==> src/rtl/adder_switch_pipe_if.sv <==
// adder_switch_pipe_if: operand bus, command and output bundle of one adder-tree switch
// master: upstream/test driver (drives i_*, reads o_*); slave: the switch itself.
interface adder_switch_pipe_if #(
  parameter int DATA_WIDTH = 32,
  parameter int NUM_IN     = 4,
  parameter int SEL_IN     = 1
);
  logic                         i_valid;
  logic [DATA_WIDTH*NUM_IN-1:0] i_data_bus;
  logic [SEL_IN-1:0]            i_sel;
  logic [2:0]                   i_cmd;
  logic                         i_last;
  logic                         i_stall;
  logic                         o_ready;
  logic                         o_valid;
  logic [2*DATA_WIDTH-1:0]      o_adder;
  logic [2*DATA_WIDTH-1:0]      o_vn;
  logic [1:0]                   o_vn_valid;
  logic                         o_accum_busy;
  modport master (
    output i_valid, i_data_bus, i_sel, i_cmd, i_last, i_stall,
    input  o_ready, o_valid, o_adder, o_vn, o_vn_valid, o_accum_busy
  );
  modport slave (
    input  i_valid, i_data_bus, i_sel, i_cmd, i_last, i_stall,
    output o_ready, o_valid, o_adder, o_vn, o_vn_valid, o_accum_busy
  );
endinterface

==> src/rtl/adder_switch_pipe.sv <==
// adder_switch_pipe: pipelined reduction-network adder switch (add / forward / VN emit)
// Ports: clk, rst (async, active-high), io (adder_switch_pipe_if.slave):
//   i_valid/i_data_bus/i_sel/i_cmd/i_last in, i_stall back-pressure, o_ready = ~i_stall,
//   o_valid/o_adder result, o_vn/o_vn_valid virtual-neuron outputs, o_accum_busy.
// Optional macro ADDER_SWITCH_ACCUM_EN enables the cmd 110 accumulator.
module adder_switch_pipe #(
  parameter int DATA_WIDTH = 32,
  parameter int NUM_IN     = 4,
  parameter int SEL_IN     = 1,
  parameter int ADD_LAT    = 2
) (
  input logic             clk,
  input logic             rst,
  adder_switch_pipe_if.slave io
);
  localparam int DW = DATA_WIDTH;
  typedef struct packed {
    logic          valid;
    logic [2:0]    cmd;
    logic [DW-1:0] l;
    logic [DW-1:0] r;
    logic [DW-1:0] s;
`ifdef ADDER_SWITCH_ACCUM_EN
    logic          last;
`endif
  } stage_t;
  stage_t in_s, head;
  logic [DW-1:0] l_sel, r_sel;
  // Out-of-range selects fall through to pair 0.
  always_comb begin
    l_sel = io.i_data_bus[DW +: DW];
    r_sel = io.i_data_bus[0 +: DW];
    for (int k = 1; k < NUM_IN / 2; k++)
      if (io.i_sel == SEL_IN'(k)) begin
        l_sel = io.i_data_bus[(2*k+1)*DW +: DW];
        r_sel = io.i_data_bus[2*k*DW +: DW];
      end
  end
  always_comb begin
    in_s = '0;
    in_s.valid = io.i_valid;
    in_s.cmd = io.i_cmd;
    in_s.l = l_sel;
    in_s.r = r_sel;
    in_s.s = l_sel + r_sel;
`ifdef ADDER_SWITCH_ACCUM_EN
    in_s.last = io.i_last;
`endif
  end
  // ADD_LAT-1 stage registers, the output registers provide the final cycle.
  generate
    if (ADD_LAT == 1) begin : g_direct
      assign head = in_s;
    end else begin : g_pipe
      stage_t pipe_q [ADD_LAT-1];
      always_ff @(posedge clk or posedge rst)
        if (rst) begin
          for (int i = 0; i < ADD_LAT - 1; i++) pipe_q[i] <= '0;
        end else if (!io.i_stall) begin
          pipe_q[0] <= in_s;
          for (int i = 1; i < ADD_LAT - 1; i++) pipe_q[i] <= pipe_q[i-1];
        end
      assign head = pipe_q[ADD_LAT-2];
    end
  endgenerate
  logic          v;
  logic [2:0]    c;
  logic          acc_hit;
  logic [DW-1:0] acc_sum;
  logic [DW-1:0] au_q, au_d, al_q, al_d, vu_q, vu_d, vl_q, vl_d;
  logic          valid_q, valid_d;
  logic [1:0]    vnv_q, vnv_d;
  assign v = head.valid;
  assign c = head.cmd;
`ifdef ADDER_SWITCH_ACCUM_EN
  logic          acc_beat, busy_q, busy_d;
  logic [DW-1:0] acc_q, acc_d;
  // ACC is zero when idle, so ACC+S covers both the first beat and a lone last beat.
  always_comb begin
    acc_beat = v && c == 3'b110;
    acc_hit = acc_beat && head.last;
    acc_sum = acc_q + head.s;
    acc_d = acc_beat ? (head.last ? '0 : acc_sum) : acc_q;
    busy_d = acc_beat ? !head.last : busy_q;
  end
  always_ff @(posedge clk or posedge rst)
    if (rst) begin
      acc_q <= '0;
      busy_q <= 1'b0;
    end else if (!io.i_stall) begin
      acc_q <= acc_d;
      busy_q <= busy_d;
    end
  assign io.o_accum_busy = busy_q;
`else
  assign acc_hit = 1'b0;
  assign acc_sum = '0;
  assign io.o_accum_busy = 1'b0;
`endif
  always_comb begin
    au_d = !v ? au_q : (c == 3'd1 || c == 3'd4) ? head.l : c == 3'd2 ? head.s : acc_hit ? acc_sum : au_q;
    al_d = !v ? al_q : (c == 3'd1 || c == 3'd3) ? head.r : c == 3'd2 ? head.s : acc_hit ? acc_sum : al_q;
    vu_d = (v && (c == 3'd3 || c == 3'd5)) ? head.l : vu_q;
    vl_d = (v && (c == 3'd4 || c == 3'd5)) ? head.r : vl_q;
    vnv_d = {v && (c == 3'd3 || c == 3'd5), v && (c == 3'd4 || c == 3'd5)};
    valid_d = v && ((c >= 3'd1 && c <= 3'd4) || acc_hit);
  end
  always_ff @(posedge clk or posedge rst)
    if (rst) begin
      au_q <= '0;
      al_q <= '0;
      vu_q <= '0;
      vl_q <= '0;
      vnv_q <= '0;
      valid_q <= 1'b0;
    end else if (!io.i_stall) begin
      au_q <= au_d;
      al_q <= al_d;
      vu_q <= vu_d;
      vl_q <= vl_d;
      vnv_q <= vnv_d;
      valid_q <= valid_d;
    end
  assign io.o_ready = ~io.i_stall;
  assign io.o_valid = valid_q;
  assign io.o_adder = {au_q, al_q};
  assign io.o_vn = {vu_q, vl_q};
  assign io.o_vn_valid = vnv_q;
endmodule
==> src/flat_wrapper.sv <==
// flat-port wrapper written by rule: the top's interface ports become plain ports
module adder_switch_pipe_flat 
#(
  parameter int DATA_WIDTH = 32,
  parameter int NUM_IN     = 4,
  parameter int SEL_IN     = 1,
  parameter int ADD_LAT    = 2
)
  (clk, rst, io_i_valid, io_i_data_bus, io_i_sel, io_i_cmd, io_i_last, io_i_stall, io_o_ready, io_o_valid, io_o_adder, io_o_vn, io_o_vn_valid, io_o_accum_busy);
  adder_switch_pipe_if #(.DATA_WIDTH(DATA_WIDTH), .NUM_IN(NUM_IN), .SEL_IN(SEL_IN)) io_i ();
  input logic clk;
  input logic rst;
  input wire logic [$bits(io_i.i_valid)-1:0] io_i_valid;
  input wire logic [$bits(io_i.i_data_bus)-1:0] io_i_data_bus;
  input wire logic [$bits(io_i.i_sel)-1:0] io_i_sel;
  input wire logic [$bits(io_i.i_cmd)-1:0] io_i_cmd;
  input wire logic [$bits(io_i.i_last)-1:0] io_i_last;
  input wire logic [$bits(io_i.i_stall)-1:0] io_i_stall;
  output wire logic [$bits(io_i.o_ready)-1:0] io_o_ready;
  output wire logic [$bits(io_i.o_valid)-1:0] io_o_valid;
  output wire logic [$bits(io_i.o_adder)-1:0] io_o_adder;
  output wire logic [$bits(io_i.o_vn)-1:0] io_o_vn;
  output wire logic [$bits(io_i.o_vn_valid)-1:0] io_o_vn_valid;
  output wire logic [$bits(io_i.o_accum_busy)-1:0] io_o_accum_busy;
  assign io_i.i_valid = io_i_valid;
  assign io_i.i_data_bus = io_i_data_bus;
  assign io_i.i_sel = io_i_sel;
  assign io_i.i_cmd = io_i_cmd;
  assign io_i.i_last = io_i_last;
  assign io_i.i_stall = io_i_stall;
  assign io_o_ready = io_i.o_ready;
  assign io_o_valid = io_i.o_valid;
  assign io_o_adder = io_i.o_adder;
  assign io_o_vn = io_i.o_vn;
  assign io_o_vn_valid = io_i.o_vn_valid;
  assign io_o_accum_busy = io_i.o_accum_busy;
  adder_switch_pipe #(.DATA_WIDTH(DATA_WIDTH), .NUM_IN(NUM_IN), .SEL_IN(SEL_IN), .ADD_LAT(ADD_LAT)) u_core (.clk(clk), .rst(rst), .io(io_i));
endmodule
==> config.mk <==
export PLATFORM = sky130hd
export DESIGN_NAME = adder_switch_pipe_flat
export DESIGN_NICKNAME = d
export VERILOG_FILES = /design/src/rtl/adder_switch_pipe_if.sv /design/src/rtl/adder_switch_pipe.sv /design/src/flat_wrapper.sv
export SDC_FILE = /design/constraint.sdc
export NUM_CORES = 1
export LEC_CHECK = 0
export CELL_PAD_IN_SITES_DETAIL_PLACEMENT = 1
export CELL_PAD_IN_SITES_GLOBAL_PLACEMENT = 1
export CORE_MARGIN = 2
export CORE_UTILIZATION = 36
export DETAILED_ROUTE_END_ITERATION = 16
export GPL_TIMING_DRIVEN = 0
export PLACE_DENSITY = 0.87
export SYNTH_ARGS = -nofsm -noshare
export SYNTH_HDL_FRONTEND = slang
export SYNTH_SLANG_ARGS = --single-unit
==> constraint.sdc <==
create_clock -name clk -period 7.31 [get_ports clk]
set_input_delay 1.0965 -clock clk [delete_from_list [all_inputs] [get_ports clk]]
set_output_delay 1.0965 -clock clk [all_outputs]
set_load 0.005 [all_outputs]
==> results.toml <==
[detailed_routing]
routed_via_density = 5.437
highest_layer = "met4"
wl_met1_mm = 17.14
wl_met2_mm = 20.90
vias = 9401
met3_length_mm = 2.647
wl_per_cell_um = 24.05
first_iter_violations = 452
drcViolationCount = 0
final_antenna_net_count = 0
first_pass_iters = 4
wl_mm = 41.58

[yosys]
yosysMostFrequentCell = "dfrtp_1"
ys_warn_count = 0
synthFlopType = "dfrtp_1"
synth_area_leader_cell = "dfrtp_1"
synthesis.area_sq_mm = 0.01161
synth_area_leaders = "dfrtp_1, mux2_2, mux2i_1, ha_1, o21ai_0"
async_flop_share_pct = 100.0
syn_inst = 1005
syn_nets = 1174
synth_edf_count = 0
synth_cell_types = 55
synth_common_cells = "dfrtp_1, mux2_2, nand2_1"
synth_top_area_share_pct = 49.79
ys_seq_area_share_pct = 49.79
avgSynthCellArea_sq_um = 11.55
synth-seq-cells = 231

[clocking]
cts.path.max_buffers = 3
postCtsResizedCells = 0
cts.sinks = 231
cts_max_level = 1
cts_hold_buf = 0
postCtsSetupBuffers = 0
cts_tree = "yes"
path_clk_slew_ns = 0.06
cts_root_buf = "clkbuf_16"
cts_buffers = 26
clock_latency_ns = 0.53

[worst_setup_path]
ff2ff_setup_slack_ns = 4.70
crit_required_ns = 7.69
crit_type = "primary input to flop"
worst-path-max-fanout = 10
start_kind = "primary input"
worstPathArrival_ns = 6.92
end_kind = "flop"

[hold_path]
hold_class = "flop to flop"

[global_route]
grt_pass1_vias = 10500
grt-ovfl-total = 0
grt_max_degree = 44
grt_pass1_wl_mm = 63.29
antenna_found_initial = 1
grt_usage_pct = 24.67

[timing]
tightest_slew_ns = 1.250
timing.setup.tns_ns = 0
finalHoldViolations = 0
relSlewSlack_pct = 16.67
rsz0062_at_grt = "no"
slew_viol_final = 0
period_needed_ns = 6.540
fin_crit_sh_pct = 89.47
fin_hold_ws_ns = 0.4911
setup_violations = 0
fin_skew_ns = 0.008437
fmax_ghz = 0.1529

[die]
ioPinCount = 270
die-area_sq_mm = 0.03370
fp-row-count = 65
initial_core_util_pct = 36.70
core-area_sq_mm = 0.03164
die_width_um = 183.6
dieHeight_um = 183.6

[placed_design]
place_congestion = 0.9105
post-dp-hpwl_mm = 30.62
placed_cells = 1680
numPortBuffers = 267

[outcome]
status = "finished clean"

[pwr]
p_seq_share_pct = 38.1
p_clk_share_pct = 28.1
netSwitchingFraction_pct = 30.25
ir_drop_mv = 0.1901
power_density_mw_per_mm2 = 325.9
internal-power_uw = 3608
power.switching_uw = 1565
p_leak_uw = 0.006624
p_comb_share_pct = 33.7

[finish]
stdcell_count = 1729
syn_to_final_growth_pct = 36.72
nNetsFinal = 1475
layout-drive-gt1-share_pct = 19.53

[run]
drv_cap = 0
==> through the flow <==
stage | setup WS (ns) | total power, uW | util [%] | area (sq um)
final | 0.7697 | 5173 | 50.17 | 15870
after global routing | 0.5884 | 5443 | 50.17 | 15870
after CTS | 0.8082 | 5210 | 50.16 | 15870
after detailed placement | 0.2715 | 3726 | 47.13 | 14910
after global placement | 0.2881 | 3620 | 46.75 | 14790
after floorplan | 2.472 | 2647 | - | 11610
==> sequential cells by signal (all words and copies together) (netlist names) <==
name / flops
u_core.io.o_valid: 1
u_core.al_q: 32
u_core.c: 3
u_core.vl_q: 32
u_core.vu_q: 32
u_core.au_q: 32
u_core.io.o_vn_valid: 2
u_core.g_pipe.pipe_q: 96
u_core.v: 1
==> cell type report <==
cell class,count,area (sq um)
multi-input cells,704,5523
diodes,1,2.502
flip-flops and latches,231,5781
clock inverters,13,205.2
inverters,12,48.80
repair buffers,273,2793
clock buffers,35,755.7
plain buffers,58,261.5
well taps,402,503.0
fillers,3335,15760
==> cells in the final DEF, fill, tap and decap left out, types with 4 or more instances in the layout <==
| cell | Yosys | routed |
|---|---|---|
| clkdlybuf4s50_1 | 0 | 267 |
| dfrtp_1 | 231 | 231 |
| mux2_2 | 195 | 195 |
| nand2_1 | 89 | 89 |
| o21ai_0 | 74 | 74 |
| mux2i_1 | 68 | 68 |
| a21oi_1 | 63 | 63 |
| nor2_1 | 55 | 55 |
| clkbuf_1 | 50 | 53 |
| ha_1 | 31 | 31 |
| clkbuf_16 | 0 | 27 |
| xor2_1 | 15 | 15 |
| a21o_1 | 14 | 14 |
| xnor2_1 | 12 | 12 |
| inv_1 | 11 | 10 |
| clkbuf_8 | 4 | 9 |
| nand3_1 | 6 | 6 |
| buf_12 | 0 | 6 |
| a211oi_1 | 5 | 5 |
| o211ai_1 | 5 | 5 |
| nor3b_1 | 5 | 5 |
| bufinv_16 | 0 | 5 |
| o31ai_1 | 4 | 4 |
| nand4_1 | 4 | 4 |
| o21a_1 | 4 | 4 |
| a221oi_1 | 4 | 4 |
| nor2b_1 | 4 | 4 |
| clkinvlp_4 | 0 | 4 |
==> kinds of logic after synthesis <==
logic type                 synth area share, %
muxes                                    24.78
xor gates and xnor gates                 2.037
adders and majority gates                3.513
other                                  0.03230
DFF                                      49.79
and+or+nand+nor                          6.542
AOI/OAI and AO/OA                        10.67
buffers and inverters                    2.640
==> power groups by stage <==
| stage | sequential (uW) | combinational [uW] | clock (uW) |
|---|---|---|---|
| global route | 2020 | 1880 | 1540 |
| global placement | 1960 | 1660 | 0 |
| CTS | 1970 | 1760 | 1480 |
| floorplan | 1940 | 708 | 0 |
| finish | 1970 | 1740 | 1460 |
| detailed placement | 1990 | 1740 | 0 |
==> worst max-delay path, stage by stage <==
cell and delay (ns):
clkdlybuf4s50_1 0.50, clkbuf_1 0.86, clkbuf_1 0.94, mux2_2 0.45
ha_1 0.27, fa_1 0.44, a21o_1 0.22, a221o_1 0.43
o31ai_1 0.69, a21oi_1 0.39, a31oi_1 0.33, xor2_1 0.17
o21ai_0 0.09
==> routing by layer <==
metal,track usage [%],vias up
li1,-,4206
met1,30.87,4841
met2,43.68,299
met3,4.952,55
met4,6.016,0
met5,0,-
==> worst paths after layout <==
path | startpoint | endpoint | cells after the start
max reg2reg | u_core.c[2] | u_core.au_q[10] | 6
min reg2reg | u_core.au_q[6] | u_core.au_q[6] | 2
max in group asynchronous | rst | u_core.g_pipe.pipe_q[83] | 5
min | u_core.au_q[6] | u_core.au_q[6] | 2
min in group asynchronous | rst | u_core.g_pipe.pipe_q[63] | 2
max | io_i_sel | u_core.g_pipe.pipe_q[28] | 13
(Power assumes the default switching activity.)
